File: src/rtl/arb_merge_pkg.sv
// -----------------------------------------------------------------------------
// arb_merge_pkg
// Shared definitions for the arb_merge round-robin merge and its arbiter.
//   - arb_state_e      : merge FSM state encoding (ARB_IDLE / ARB_BUSY)
//   - RESP_READY       : bit position of ready inside a response word
//   - req_width()      : request word width  = valid + addr + data + strobes
//   - resp_width()     : response word width = {rdata, ready}
//   - idx_width()      : width of a master index, never less than 1 bit
// Request word layout (MSB..LSB) : {valid, addr, wdata, wstrb}
// Response word layout (MSB..LSB): {rdata, ready}
// -----------------------------------------------------------------------------
package arb_merge_pkg;

  typedef enum logic {
    ARB_IDLE = 1'b0,
    ARB_BUSY = 1'b1
  } arb_state_e;

  localparam int RESP_READY = 0;

  function automatic int req_width(input int addr_w, input int data_w);
    return 1 + addr_w + data_w + data_w / 8;
  endfunction

  function automatic int resp_width(input int data_w);
    return data_w + 1;
  endfunction

  function automatic int idx_width(input int n);
    return (n > 1) ? $clog2(n) : 1;
  endfunction

endpackage

File: src/rtl/arb_merge_rr_arbiter.sv
// -----------------------------------------------------------------------------
// rr_arbiter
// Purely combinational round-robin pick. The search starts just after the
// previously served master and wraps, so the first requester at or after
// last+1 (mod N) wins.
// Ports:
//   req_i     [N-1:0]  request (valid) bit per master
//   last_i    [IW-1:0] index of the master served last
//   winner_o  [IW-1:0] index of the winning master (0 when none)
//   any_req_o          at least one master is requesting
// -----------------------------------------------------------------------------
module rr_arbiter
  import arb_merge_pkg::*;
#(
  parameter  int N  = 2,
  localparam int IW = idx_width(N)
) (
  input  logic [N-1:0]  req_i,
  input  logic [IW-1:0] last_i,
  output logic [IW-1:0] winner_o,
  output logic          any_req_o
);

  // Two passes realise the wrap: first masters above last, then the rest.
  always_comb begin
    winner_o  = '0;
    any_req_o = 1'b0;
    for (int j = 0; j < N; j++) begin
      if (!any_req_o && req_i[j] && (j > int'(last_i))) begin
        any_req_o = 1'b1;
        winner_o  = IW'(j);
      end else begin
        any_req_o = any_req_o;
      end
    end
    for (int j = 0; j < N; j++) begin
      if (!any_req_o && req_i[j] && (j <= int'(last_i))) begin
        any_req_o = 1'b1;
        winner_o  = IW'(j);
      end else begin
        any_req_o = any_req_o;
      end
    end
  end

endmodule

File: src/rtl/arb_merge.sv
// -----------------------------------------------------------------------------
// arb_merge
// Registered round-robin merge of N_MASTERS native-bus masters onto a single
// request/response pair. One master is granted at a time; the grant is held
// until the downstream ready pulse (or a valid drop) closes the transaction,
// followed by one IDLE bubble cycle before the next grant.
//
// Ports:
//   clk          system clock
//   rst_n        asynchronous active-low reset
//   m_req        concatenated master requests, master i at [i*REQ_W +: REQ_W]
//   m_resp       concatenated master responses, master i at [i*RESP_W +: RESP_W]
//   s_req        merged request towards the downstream split
//   s_resp       response from the downstream split
//   busy         a transaction is in flight
//   grant        index of the current / last granted master
//   timeout_err  sticky watchdog flag (only with ARB_MERGE_TIMEOUT_EN)
//
// Optional feature macro: ARB_MERGE_TIMEOUT_EN
//   When defined, a watchdog aborts a transaction on its TIMEOUT-th BUSY
//   cycle without ready, answering the granted master with all-ones rdata
//   and ready, and sets timeout_err until reset.
// -----------------------------------------------------------------------------
module arb_merge
  import arb_merge_pkg::*;
#(
  parameter  int N_MASTERS = 2,
  parameter  int DATA_W    = 32,
  parameter  int ADDR_W    = 32,
  parameter  int TIMEOUT   = 1024,
  localparam int REQ_W     = req_width(ADDR_W, DATA_W),
  localparam int RESP_W    = resp_width(DATA_W),
  localparam int GW        = idx_width(N_MASTERS)
) (
  input  logic                          clk,
  input  logic                          rst_n,
  input  logic [N_MASTERS*REQ_W-1:0]    m_req,
  output logic [N_MASTERS*RESP_W-1:0]   m_resp,
  output logic [REQ_W-1:0]              s_req,
  input  logic [RESP_W-1:0]             s_resp,
  output logic                          busy,
  output logic [GW-1:0]                 grant
`ifdef ARB_MERGE_TIMEOUT_EN
  ,
  output logic                          timeout_err
`endif
);

  localparam int REQ_VALID = REQ_W - 1;

  arb_state_e      state_q, state_d;
  logic [GW-1:0]   grant_q, grant_d;
  logic [GW-1:0]   last_q,  last_d;

  logic [REQ_W-1:0]     req_arr_s [N_MASTERS];
  logic [N_MASTERS-1:0] valid_vec_s;
  logic [REQ_W-1:0]     gnt_req_s;
  logic                 gnt_valid_s;
  logic                 s_ready_s;
  logic [GW-1:0]        winner_s;
  logic                 any_req_s;
  logic                 timeout_hit_s;

  // Split the concatenated request bus into per-master words and valid bits.
  always_comb begin
    for (int i = 0; i < N_MASTERS; i++) begin
      req_arr_s[i]   = m_req[i*REQ_W +: REQ_W];
      valid_vec_s[i] = m_req[i*REQ_W + REQ_VALID];
    end
  end

  assign gnt_req_s   = req_arr_s[grant_q];
  assign gnt_valid_s = gnt_req_s[REQ_VALID];
  assign s_ready_s   = s_resp[RESP_READY];

  rr_arbiter #(
    .N (N_MASTERS)
  ) u_rr_arbiter (
    .req_i     (valid_vec_s),
    .last_i    (last_q),
    .winner_o  (winner_s),
    .any_req_o (any_req_s)
  );

`ifdef ARB_MERGE_TIMEOUT_EN
  localparam int CNT_W = $clog2(TIMEOUT + 1);

  logic [CNT_W-1:0] cnt_q, cnt_d;
  logic             err_q, err_d;

  // Ready wins over the watchdog when both land on the same cycle.
  assign timeout_hit_s = (state_q == ARB_BUSY) && !s_ready_s &&
                         (cnt_q == CNT_W'(TIMEOUT - 1));

  // Watchdog next-state: clear on grant, count stalled BUSY cycles, sticky flag.
  always_comb begin
    cnt_d = cnt_q;
    err_d = err_q | timeout_hit_s;
    if (state_q == ARB_IDLE) begin
      cnt_d = '0;
    end else if (!s_ready_s) begin
      cnt_d = cnt_q + CNT_W'(1);
    end else begin
      cnt_d = cnt_q;
    end
  end

  // Watchdog registers.
  always_ff @(posedge clk or negedge rst_n) begin
    if (!rst_n) begin
      cnt_q <= '0;
      err_q <= 1'b0;
    end else begin
      cnt_q <= cnt_d;
      err_q <= err_d;
    end
  end

  assign timeout_err = err_q;
`else
  assign timeout_hit_s = 1'b0;
`endif

  // FSM next-state: grant in IDLE, close on ready, timeout or valid drop.
  always_comb begin
    state_d = state_q;
    grant_d = grant_q;
    last_d  = last_q;
    case (state_q)
      ARB_IDLE: begin
        if (any_req_s) begin
          state_d = ARB_BUSY;
          grant_d = winner_s;
        end else begin
          state_d = ARB_IDLE;
        end
      end
      ARB_BUSY: begin
        // Ready with a simultaneous valid drop still counts as completion.
        if (s_ready_s || timeout_hit_s || !gnt_valid_s) begin
          state_d = ARB_IDLE;
          last_d  = grant_q;
        end else begin
          state_d = ARB_BUSY;
        end
      end
      default: begin
        state_d = ARB_IDLE;
      end
    endcase
  end

  // FSM and pointer registers; last resets to N-1 so master 0 wins first.
  always_ff @(posedge clk or negedge rst_n) begin
    if (!rst_n) begin
      state_q <= ARB_IDLE;
      grant_q <= '0;
      last_q  <= GW'(N_MASTERS - 1);
    end else begin
      state_q <= state_d;
      grant_q <= grant_d;
      last_q  <= last_d;
    end
  end

  // Routing is combinational from the state/grant registers so a reset or a
  // valid drop by the granted master reaches the slave in the same cycle.
  always_comb begin
    s_req  = '0;
    m_resp = '0;
    if ((state_q == ARB_BUSY) && !timeout_hit_s) begin
      s_req = gnt_req_s;
    end else begin
      s_req = '0;
    end
    for (int i = 0; i < N_MASTERS; i++) begin
      if ((state_q == ARB_BUSY) && (grant_q == GW'(i))) begin
        m_resp[i*RESP_W +: RESP_W] = timeout_hit_s ? {RESP_W{1'b1}} : s_resp;
      end else begin
        m_resp[i*RESP_W +: RESP_W] = '0;
      end
    end
  end

  assign busy  = (state_q == ARB_BUSY);
  assign grant = grant_q;

endmodule

File: config.mk
export PLATFORM = sky130hd
export DESIGN_NAME = arb_merge
export DESIGN_NICKNAME = d
export VERILOG_FILES = /design/src/rtl/arb_merge_pkg.sv /design/src/rtl/arb_merge_rr_arbiter.sv /design/src/rtl/arb_merge.sv
export SDC_FILE = /design/constraint.sdc
export NUM_CORES = 1
export LEC_CHECK = 0
export CAP_MARGIN = 25
export CORE_AREA = 2 2 119 121
export CTS_CLUSTER_SIZE = 25
export DETAILED_ROUTE_END_ITERATION = 8
export DIE_AREA = 0 0 121 123
export PLACE_DENSITY_LB_ADDON = 0.12
export SYNTH_ARGS = -nofsm -noshare
export SYNTH_HDL_FRONTEND = slang
export SYNTH_SLANG_ARGS = --single-unit
File: constraint.sdc
create_clock -name clk -period 2.4 [get_ports clk]
set_clock_uncertainty 0.15 [all_clocks]
set_input_delay 0.48 -clock clk [delete_from_list [all_inputs] [get_ports clk]]
set_output_delay 0.48 -clock clk [all_outputs]
set_load 0.005 [all_outputs]
==> results of run 1 <==
## critical path, stage by stage (launching register included)
cell and delay, ps:
dfrtp_4 510, buf_12 200, mux2i_1 150, nor2_1 100, clkdlybuf4s50_1 540
## what timing repair did
| action | 4_1_cts | 5_1_grt |
|---|---|---|
| resized for setup | 0 | 3 |
| hold buffers | 0 | 0 |
| setup endpoints to repair | 4 | 60 |
## area by class of cell
| type | instances | area (µm²) |
|---|---|---|
| Multi-Input combinational cell | 215 | 1430 |
| Sequential cell | 3 | 80.1 |
| Clock buffer | 4 | 78.8 |
| Tap cell | 180 | 225 |
| Timing Repair Buffer | 317 | 3210 |
| Fill cell | 1404 | 8580 |
| Inverter | 1 | 6.26 |
## kinds of logic (layout without fill, tap and decap cells)
group | Yosys count | after routing | synth area share
DFF | 3 | 3 | 0.0450
muxes | 69 | 69 | 0.407
AOI/OAI and AO/OA | 3 | 3 | 0.0125
buffers and inverters | 27 | 322 | 0.113
and+or+nand+nor | 143 | 143 | 0.423
## sequential cells by signal, summed over array words and instances (netlist names)
register and cells:
last_q 1, busy 1, grant 1
## report_power, final
| part | internal [mW] | switching, mW | total (mW) |
|---|---|---|---|
| Sequential | 0.0847 | 0.0326 | 0.117 |
| Clock | 0.219 | 0.0427 | 0.262 |
| Combinational | 1.89 | 1.21 | 3.09 |
| Total | 2.19 | 1.28 | 3.47 |
## worst paths after layout
check | slack [ps] | from | depth (start not counted) | end
worst max-delay path | 4 | grant$_DFFE_PN0P_ | 4 | s_req[2]
max in group asynchronous | 1600 | rst_n | 1 | last_q$_DFFE_PN1P_
worst max register to register | 970 | grant$_DFFE_PN0P_ | 3 | busy$_DFF_PN0_
min in group clk | 380 | last_q$_DFFE_PN1P_ | 2 | last_q$_DFFE_PN1P_
worst min register to register | 380 | last_q$_DFFE_PN1P_ | 2 | last_q$_DFFE_PN1P_
worst min-delay path | 290 | rst_n | 1 | grant$_DFFE_PN0P_
## cells in the mapped netlist
library cell   n  share of area
nor2_1        70           0.15
mux2i_1       69           0.41
and2_1        33           0.12
and3_1        33           0.12
clkbuf_1      10          0.022
buf_4          5          0.022
clkbuf_2       5          0.015
buf_12         3          0.035
buf_2          2         0.0059
dfrtp_1        2          0.029
nand2_1        2         0.0044
nand3_1        2         0.0059
a32o_1         1         0.0059
buf_8          1         0.0088
dfstp_2        1          0.015
inv_4          1         0.0037
nand2b_1       1         0.0037
nand3b_1       1         0.0044
nor2_4         1         0.0066
o21ai_0        1         0.0029
o22ai_1        1         0.0037
## metal layers
| layer | wire length, µm | global-route usage | vias to the layer above |
|---|---|---|---|
| met1 | 3660 | 0.129 | 1260 |
| met3 | 1030 | 0.0314 | 4 |
| li1 | - | - | 1419 |
| met2 | 5610 | 0.240 | 156 |
| met5 | 0 | 0 | - |
| met4 | 66 | 0.0138 | 0 |
==> impl_metrics.yaml, run 1 <==
run_status:
  status: "completed"
global_routing:
  grt_use_total: 0.120
  grt_pass1_wl_mm: 14.3
  grt_max_degree: 69
  grt_pass1_vias: 2585
  antenna_found_initial: 0
  grt_overflow: 0
place:
  hpwl_mm: 8.53
  portBuffers: 309
  dp_slack_ps: 71.2
  place.gp.congestion: 0.696
  dp_cells: 716
  placed_area_um2: 4940
setup_path:
  critPathRequiredTime_ps: 1770
  crit_arrival_ps: 1770
  cp-start-kind: "flip-flop"
  end_kind: "output port"
  critPathMaxFanout: 40
  critPathKind: "reg -> out"
timing:
  fin_crit_sh: 0.998
  hold_slack_ps: 288
  slew_headroom: 0.788
  finalCriticalPeriod_ps: 2400
  fmax_mhz: 417
  totalNegativeSetupSlack_ps: 0
  worst_pin_slew_ps: 319
  rsz0062_at_grt: "yes"
  layout_setup_ws_ps: 4.25
  setup_viol: 0
  final_max_slew_viol_count: 0
  hold_viol_final: 0
detailed_routing:
  routed_wl_mm: 10.4
  vias: 2839
  drc: 0
  ant_nets: 0
  dr.pass1.iters: 4
  post_drt_wl_per_cell_um: 14.4
  avgViaCountPerCell: 3.94
  detail_route.iter0.violations: 108
finish:
  design_area_um2: 5030
  final_common_cell: "clkdlybuf4s50_1"
  area_growth_pct: 196
  drive_above_1_share: 0.0278
  fin_cells: 720
  finish.utilization: 0.370
  diodes: 0
  final_cell_mix: "clkdlybuf4s50_1, nor2_1, mux2i_1"
  layout.nets: 714
power_and_ir_drop:
  total_power_mw: 3.47
  powerDensity_nw_per_um2: 690
  peakVddDrop_uv: 518
  power.leakage_nw: 2.16
clocking:
  cts_setup_buffers: 0
  root_buffer: "clkbuf_16"
  clock_latency_ps: 220
  clk_pin_slew_ps: 30
  tritoncts: "built"
  cts_buffers: 3
  cts_buffer_depth: 2
  numClockSinks: 3
  h-tree-depth: 1
die:
  io_pins: 310
  dieArea_um2: 14900
  core_area_um2: 13600
  die_w_um: 121
  die_h_um: 123
  initial_core_util: 0.125
  placementRows: 43
logic_synthesis:
  ys_ff_latch: 3
  yosysUniqueCellTypes: 21
  syn_inst: 245
  synth_warnings: 0
  synth_area_um2: 1700
  synth_nets: 418
  synth-seq-area-share: 0.0450
  avgSynthCellArea_um2: 6.93
hold_path:
  hold_path.class: "in -> async"
job:
  max_cap_violations: 0
Power figures use the tool's default switching activity.
==> run 2, diff against run 1 <==
--- a/config.mk
+++ b/config.mk
@@ -10,6 +10,7 @@
 export CTS_CLUSTER_SIZE = 25
 export DETAILED_ROUTE_END_ITERATION = 8
 export DIE_AREA = 0 0 121 123
+export GPL_ROUTABILITY_DRIVEN = 0
 export PLACE_DENSITY_LB_ADDON = 0.12
 export SYNTH_ARGS = -nofsm -noshare
 export SYNTH_HDL_FRONTEND = slang
==> results of run 2 <==
Same layout as run 1: the final DEF is identical, and so are final timing and power.
==> run 3, diff against run 2 <==
--- a/config.mk
+++ b/config.mk
@@ -12,6 +12,7 @@
 export DIE_AREA = 0 0 121 123
 export GPL_ROUTABILITY_DRIVEN = 0
 export PLACE_DENSITY_LB_ADDON = 0.12
+export SKIP_LAST_GASP = 1
 export SYNTH_ARGS = -nofsm -noshare
 export SYNTH_HDL_FRONTEND = slang
 export SYNTH_SLANG_ARGS = --single-unit
==> results of run 3 <==
Same layout as run 1: the final DEF is identical, and so are final timing and power.
